[src/rtl/pipelined_alu.sv]
// rtl/pipelined_alu.sv - two-stage valid/ready ALU with a Z/V/N flag register committed on result accept
module pipelined_alu #(
    parameter int WIDTH  = 16,
    parameter int LANE_W = 4
) (
    input  logic             clk,
    input  logic             rst,
    input  logic             flush,
    input  logic             in_valid,
    output logic             in_ready,
    input  logic [WIDTH-1:0] in_a,
    input  logic [WIDTH-1:0] in_b,
    input  logic [3:0]       in_op,
    output logic             out_valid,
    input  logic             out_ready,
    output logic [WIDTH-1:0] out_data,
    output logic             out_err,
    output logic             flag_z,
    output logic             flag_v,
    output logic             flag_n
);

    localparam int SH_W  = $clog2(WIDTH);
    localparam int NLANE = WIDTH / LANE_W;
    localparam int NBYTE = WIDTH / 8;

    localparam logic [3:0] OP_ADD    = 4'h0;
    localparam logic [3:0] OP_SUB    = 4'h1;
    localparam logic [3:0] OP_XOR    = 4'h2;
    localparam logic [3:0] OP_RED    = 4'h3;
    localparam logic [3:0] OP_SLL    = 4'h4;
    localparam logic [3:0] OP_SRA    = 4'h5;
    localparam logic [3:0] OP_ROR    = 4'h6;
    localparam logic [3:0] OP_PADDSB = 4'h7;
    localparam logic [3:0] OP_LW     = 4'h8;
    localparam logic [3:0] OP_SW     = 4'h9;
    localparam logic [3:0] OP_LLB    = 4'hA;
    localparam logic [3:0] OP_LHB    = 4'hB;

    localparam logic [WIDTH-1:0] SMAX = {1'b0, {(WIDTH-1){1'b1}}};
    localparam logic [WIDTH-1:0] SMIN = {1'b1, {(WIDTH-1){1'b0}}};

    // Stage 1: captured operands
    logic             s1_valid_q;
    logic [WIDTH-1:0] s1_a_q;
    logic [WIDTH-1:0] s1_b_q;
    logic [3:0]       s1_op_q;

    // Stage 2: computed result plus what the flags should do on accept
    logic             s2_valid_q;
    logic [WIDTH-1:0] s2_data_q;
    logic             s2_err_q;
    logic             s2_upd_z_q;
    logic             s2_upd_vn_q;
    logic             s2_sat_q;

    logic flag_z_q, flag_v_q, flag_n_q;

    logic             s2_en, s1_en, out_accept;
    logic [WIDTH-1:0] res_d;
    logic             err_d, upd_z_d, upd_vn_d, sat_d;

    logic [WIDTH-1:0]        sum_w, diff_w, sra_w, ror_w, mem_w, red_w, padd_w;
    logic signed [WIDTH-1:0] a_s;
    logic [SH_W-1:0]         sh;
    logic [SH_W:0]           ror_sh;
    logic                    add_ovf, sub_ovf;
    logic [WIDTH-1:0]        sat_val;
    logic [LANE_W-1:0]       la, lb, ls;

    assign s2_en      = !s2_valid_q || out_ready;
    assign s1_en      = !s1_valid_q || s2_en;
    assign in_ready   = s1_en;
    assign out_accept = s2_valid_q && out_ready;

    assign sum_w   = s1_a_q + s1_b_q;
    assign diff_w  = s1_a_q - s1_b_q;
    assign add_ovf = (s1_a_q[WIDTH-1] == s1_b_q[WIDTH-1]) && (sum_w[WIDTH-1] != s1_a_q[WIDTH-1]);
    assign sub_ovf = (s1_a_q[WIDTH-1] != s1_b_q[WIDTH-1]) && (diff_w[WIDTH-1] != s1_a_q[WIDTH-1]);
    assign sat_val = s1_a_q[WIDTH-1] ? SMIN : SMAX;

    assign sh     = s1_b_q[SH_W-1:0];
    assign a_s    = s1_a_q;
    assign sra_w  = a_s >>> sh;
    // A zero rotate makes ror_sh equal WIDTH, which shifts the wrap term out entirely
    assign ror_sh = (SH_W+1)'(WIDTH) - {1'b0, sh};
    assign ror_w  = (s1_a_q >> sh) | (s1_a_q << ror_sh);
    assign mem_w  = {s1_a_q[WIDTH-1:1], 1'b0} + {s1_b_q[WIDTH-2:0], 1'b0};

    always_comb begin
        red_w  = '0;
        padd_w = '0;
        la     = '0;
        lb     = '0;
        ls     = '0;
        for (int i = 0; i < NBYTE; i++) begin
            red_w = red_w + {{(WIDTH-8){s1_a_q[8*i+7]}}, s1_a_q[8*i +: 8]}
                          + {{(WIDTH-8){s1_b_q[8*i+7]}}, s1_b_q[8*i +: 8]};
        end
        for (int l = 0; l < NLANE; l++) begin
            la = s1_a_q[l*LANE_W +: LANE_W];
            lb = s1_b_q[l*LANE_W +: LANE_W];
            ls = la + lb;
            if ((la[LANE_W-1] == lb[LANE_W-1]) && (ls[LANE_W-1] != la[LANE_W-1])) begin
                ls = la[LANE_W-1] ? {1'b1, {(LANE_W-1){1'b0}}} : {1'b0, {(LANE_W-1){1'b1}}};
            end
            padd_w[l*LANE_W +: LANE_W] = ls;
        end
    end

    always_comb begin
        res_d    = '0;
        err_d    = 1'b0;
        upd_z_d  = 1'b0;
        upd_vn_d = 1'b0;
        sat_d    = 1'b0;
        case (s1_op_q)
            OP_ADD: begin
                upd_z_d  = 1'b1;
                upd_vn_d = 1'b1;
                sat_d    = add_ovf;
                res_d    = add_ovf ? sat_val : sum_w;
            end
            OP_SUB: begin
                upd_z_d  = 1'b1;
                upd_vn_d = 1'b1;
                sat_d    = sub_ovf;
                res_d    = sub_ovf ? sat_val : diff_w;
            end
            OP_XOR: begin
                upd_z_d = 1'b1;
                res_d   = s1_a_q ^ s1_b_q;
            end
            OP_RED:    res_d = red_w;
            OP_SLL: begin
                upd_z_d = 1'b1;
                res_d   = s1_a_q << sh;
            end
            OP_SRA: begin
                upd_z_d = 1'b1;
                res_d   = sra_w;
            end
            OP_ROR: begin
                upd_z_d = 1'b1;
                res_d   = ror_w;
            end
            OP_PADDSB: res_d = padd_w;
            OP_LW:     res_d = mem_w;
            OP_SW:     res_d = mem_w;
            OP_LLB:    res_d = {s1_a_q[WIDTH-1:8], s1_b_q[7:0]};
            OP_LHB:    res_d = {s1_b_q[7:0], s1_a_q[WIDTH-9:0]};
            default:   err_d = 1'b1;
        endcase
    end

    always_ff @(posedge clk) begin
        if (rst) begin
            s1_valid_q  <= 1'b0;
            s2_valid_q  <= 1'b0;
            s2_data_q   <= '0;
            s2_err_q    <= 1'b0;
            s2_upd_z_q  <= 1'b0;
            s2_upd_vn_q <= 1'b0;
            s2_sat_q    <= 1'b0;
            flag_z_q    <= 1'b0;
            flag_v_q    <= 1'b0;
            flag_n_q    <= 1'b0;
        end else begin
            if (flush) begin
                s1_valid_q <= 1'b0;
                s2_valid_q <= 1'b0;
            end else begin
                if (s1_en) s1_valid_q <= in_valid;
                if (s2_en) s2_valid_q <= s1_valid_q;
            end
            if (s1_en && in_valid && !flush) begin
                s1_a_q  <= in_a;
                s1_b_q  <= in_b;
                s1_op_q <= in_op;
            end
            if (s2_en && s1_valid_q && !flush) begin
                s2_data_q   <= res_d;
                s2_err_q    <= err_d;
                s2_upd_z_q  <= upd_z_d;
                s2_upd_vn_q <= upd_vn_d;
                s2_sat_q    <= sat_d;
            end
            // A flushed result is never committed, even if the consumer took it that cycle
            if (out_accept && !flush) begin
                if (s2_upd_z_q) flag_z_q <= (s2_data_q == '0);
                if (s2_upd_vn_q) begin
                    flag_v_q <= s2_sat_q;
                    flag_n_q <= s2_data_q[WIDTH-1];
                end
            end
        end
    end

    assign out_valid = s2_valid_q;
    assign out_data  = s2_data_q;
    assign out_err   = s2_err_q;
    assign flag_z    = flag_z_q;
    assign flag_v    = flag_v_q;
    assign flag_n    = flag_n_q;

endmodule

[config.mk]
export PLATFORM = sky130hd
export DESIGN_NAME = pipelined_alu
export DESIGN_NICKNAME = d
export VERILOG_FILES = /design/src/rtl/pipelined_alu.sv
export SDC_FILE = /design/constraint.sdc
export NUM_CORES = 1
export LEC_CHECK = 0
export BUFFER_PORTS_ARGS = -buffer_cell sky130_fd_sc_hd__buf_2
export CAP_MARGIN = 10
export CORE_MARGIN = 3
export CORE_UTILIZATION = 45
export CTS_BUF_LIST = sky130_fd_sc_hd__clkbuf_8 sky130_fd_sc_hd__clkbuf_16
export CTS_CLUSTER_DIAMETER = 50
export DETAILED_ROUTE_END_ITERATION = 8
export GPL_ROUTABILITY_DRIVEN = 1
export PLACE_DENSITY = 0.72
export SLEW_MARGIN = 20
export SYNTH_ARGS = -nofsm -noshare
export SYNTH_HDL_FRONTEND = slang
export SYNTH_SLANG_ARGS = --single-unit
[constraint.sdc]
create_clock -name clk -period 4.4 [get_ports clk]
set_input_delay 0.66 -clock clk [delete_from_list [all_inputs] [get_ports clk]]
set_output_delay 0.66 -clock clk [all_outputs]
set_load 0.05 [all_outputs]
==> summary.txt <==
Status -> complete, no violations
Xor and xnor area share after synthesis -> 0.04391
Crit Reg-Reg Endpoint -> out_data[7]
Vias in the first global route -> 8,970
Post-route setup slack -> 302.0 ps
Setup Total Neg Slack -> 0 ps
Register share of total power -> 0.262
Antenna violations before repair -> 1
Internal -> 1.492 mW
First-pass GRT wire length -> 56.44 mm
Gr ovfl total -> 0
Layout fillers -> 1,864
Final core occ -> 0.5175
Top FF cell, synth -> edfxtp_1
Yosys reg bits -> 61
Clk sinks -> 61
DR vias/cell -> 6.674
Min-Delay Path Depth -> 2
Nets -> 1,307
DIE WIDTH -> 145.7 µm
Largest net degree at the start of global routing -> 60
Total Routing Usage GR -> 0.3489
Synth Warn # -> 0
Share of cells above drive strength 1 -> 0.1545
Clock slew at reported path FFs -> 60 ps
VDD IR max -> 0.2510 mV
Area contributors post-synth -> edfxtp_1 12%, ha_1 8.0%, a21oi_1 6.8%
FF-to-FF setup slack -> 300 ps
Syn Std Cell Area -> 8777 µm²
R2R depth -> 14
Power per cell area -> 253.4 nW/µm²
Worst-Margin Slew -> 952.7 ps
EDFF count, synth -> 36
Combinational fraction of design power -> 0.449
Vias -> 9,690
Hold EP -> flag_z
Setup WS pre-CTS -> 105.4 ps
Final Critical Period -> 4098 ps
Average cell area after synthesis -> 7.761 µm²
Min-delay src -> flag_z
Seq/Total Area, Yosys -> 0.1802
Slew Viols, Final -> 0
Fraction of registers with async set/reset -> 0
# hold bufs at CTS -> 0
Setup Skew -> 10.85 ps
Setup crit end kind -> flop
P_sw -> 0.9935 mW
Arrival time worst endpoint -> 4320 ps
Remaining DRCs -> 0
Dpl cells -> 1,435
Synth cell types -> 82
I/O Buffers -> 62
CP Data Required Time -> 4620 ps
Max clock buf depth -> 2
Clock power share -> 0.289
Total power -> 2.486 mW
Initial DRT Pass Iterations -> 6
Row cnt -> 50
HP Class -> flop to flop
Period utilization -> 0.9314
Switching share of total power -> 0.3997
CTS buffer count -> 9
Final Wtd Congestion -> 1.148
P&R area growth vs syn -> 11.76%
Setup repair after global routing missed its margin -> no
CTS tree -> done
Yosys top cell by area -> edfxtp_1
Max-slew headroom -> 0.3625
DRT iter0 DRCs -> 1,491
Simple logic cell fraction of the synthesized area -> 0.1857
Crit path max fanout -> 4
Core outline area -> 18,960 µm²
Max Cap Viol -> 0
Main combinational cell family by area after synthesis -> compound AO/OA/AOI/OAI gates
Setup Crit Path Kind -> flop to flop
Reported leakage power -> 3.980 nW
Final ANT Viol Nets -> 0
Synth top area share -> 0.1232
Worst hold margin -> 448.4 ps
Synth Area in Compound Gates -> 0.3069
Multiplexer share of the synthesized area -> 0.08054
Initial Util -> 0.4630
H-tree depth -> 3
DP Wirelength -> 30.00 mm
WL final -> 38.16 mm
Post-DP Area -> 9499 µm²
R2r startpoint -> s1_b_q[9]
Fmax -> 244.0 MHz
Root buffer cell -> clkbuf_16
Final Hold Viols -> 0
Die H -> 145.7 µm
Crit start category -> flop
Gate Count Post-Synth -> 1,131
Synth Area in Adders -> 0.1346
Cell area after layout -> 9809 µm²
Die area -> 21,220 µm²
Syn nets -> 1,252
Final number of setup-violating endpoints -> 0
Worst-skew pair later-pin latency -> 350 ps
Post-route insts no fill -> 1,452
I/O Pins -> 63
DR WL/cell -> 26.28 µm
worst max-delay path, cell delays in order, from the launching register on:
cell and delay [ps]:
edfxtp_1 460, inv_1 200, fa_1 470, fa_1 510, inv_1 40, ha_1 220, fa_1 430, a211oi_1 270
nor2_1 110, o21ai_0 250, o32a_1 260, o22ai_1 100, nor3_1 150, o21ai_0 120, o41a_1 400
cell usage in the layout, fill, tap and decap left out, types with 7 or more instances in the layout:
master and n:
a211oi_1 28, a21o_1 18, a21oi_1 119, a22oi_1 9, a311oi_1 9, a31oi_1 8, buf_2 62, buf_4 59
clkbuf_16 9, dfxtp_1 25, edfxtp_1 36, fa_1 24, ha_1 54, inv_1 61, mux2_2 9, mux2i_1 29
mux4_2 14, nand2_1 96, nand2b_1 20, nand3_1 21, nor2_1 115, nor2b_1 15, nor3_1 25, nor4_1 12
o211ai_1 12, o21a_1 11, o21ai_0 83, o21bai_1 7, o22ai_1 9, o31a_1 9, or2_2 7, xnor2_1 33
xor2_1 11
Yosys cell counts, types with 5 or more instances:
| library cell | n |
|---|---|
| a211o_1 | 5 |
| a211oi_1 | 28 |
| a21o_1 | 18 |
| a21oi_1 | 120 |
| a221oi_1 | 6 |
| a22oi_1 | 9 |
| a311oi_1 | 9 |
| a31oi_1 | 8 |
| a41oi_1 | 5 |
| and3_1 | 7 |
| buf_2 | 24 |
| clkbuf_1 | 42 |
| dfxtp_1 | 25 |
| edfxtp_1 | 36 |
| fa_1 | 24 |
| ha_1 | 56 |
| inv_1 | 59 |
| mux2_2 | 9 |
| mux2i_1 | 29 |
| mux4_2 | 14 |
| nand2_1 | 96 |
| nand2b_1 | 20 |
| nand3_1 | 21 |
| nand4_1 | 5 |
| nor2_1 | 115 |
| nor2b_1 | 15 |
| nor3_1 | 26 |
| nor4_1 | 12 |
| o2111ai_1 | 5 |
| o211ai_1 | 12 |
| o21a_1 | 11 |
| o21ai_0 | 84 |
| o21bai_1 | 7 |
| o221ai_1 | 5 |
| o22ai_1 | 9 |
| o31a_1 | 9 |
| o31ai_1 | 6 |
| or2_2 | 7 |
| or3_1 | 6 |
| xnor2_1 | 33 |
| xor2_1 | 11 |
sequential cells by signal (all words and copies together) (netlist names):
signal       count
s2_sat_q         1
s1_op_q          4
a_s             16
out_data        16
s2_upd_z_q       1
out_err          1
s2_upd_vn_q      1
s1_valid_q       1
flag_z           1
s1_b_q          16
flag_v           1
out_valid        1
flag_n           1
final cells by class:
type                            instances  area, µm²  area share
Tap cell                              260      325.3     0.03316
Antenna cell                            1      2.502   0.0002551
Timing Repair Buffer                  121      753.2     0.07679
Multi-Input combinational cell        929       6614      0.6742
Clock inverter                          6      53.80    0.005485
Clock buffer                           10      239.0     0.02436
Sequential cell                        61       1582      0.1612
Inverter                               64      240.2     0.02449
how the worst max path moves through the flow:
stage              start            to  slack [ps]
6_report       s1_b_q[9]   out_data[7]         300
5_1_grt        s1_b_q[1]  out_data[11]          20
3_3_place_gp   s1_b_q[1]   out_data[4]         280
3_5_place_dp   s1_b_q[1]   out_data[4]         110
4_1_cts        s1_b_q[1]  out_data[11]         100
2_1_floorplan  s1_b_q[2]  out_data[11]           9
power by group through the flow:
stage | registers (mW) | clock network [mW] | logic, mW
global route | 0.652 | 0.751 | 1.19
finish | 0.650 | 0.719 | 1.12
floorplan | 0.669 | 0 | 0.727
CTS | 0.650 | 0.730 | 1.07
global placement | 0.661 | 0 | 1.07
detailed placement | 0.662 | 0 | 1.07
what timing repair did:
action,in CTS,in global routing
resized for setup,0,6
setup endpoints to repair,0,3
buffers inserted,0,0
routing by layer:
metal | routed length, µm | track usage
met5 | 0 | 0
met4 | 2537 | 0.1752
met3 | 4646 | 0.07319
met2 | 15740 | 0.5094
met1 | 15240 | 0.4883
kinds of logic (layout without fill, tap and decap cells):
family | Yosys count | in the layout
AND/OR/NAND/NOR | 349 | 349
XOR/XNOR | 44 | 44
buffers and inverters | 141 | 201
flip-flops | 61 | 61
other | 0 | 1
AO/OA/AOI/OAI | 404 | 404
adder cells (fa/ha/maj) | 80 | 80
multiplexers | 52 | 52
(Power assumes the default switching activity.)
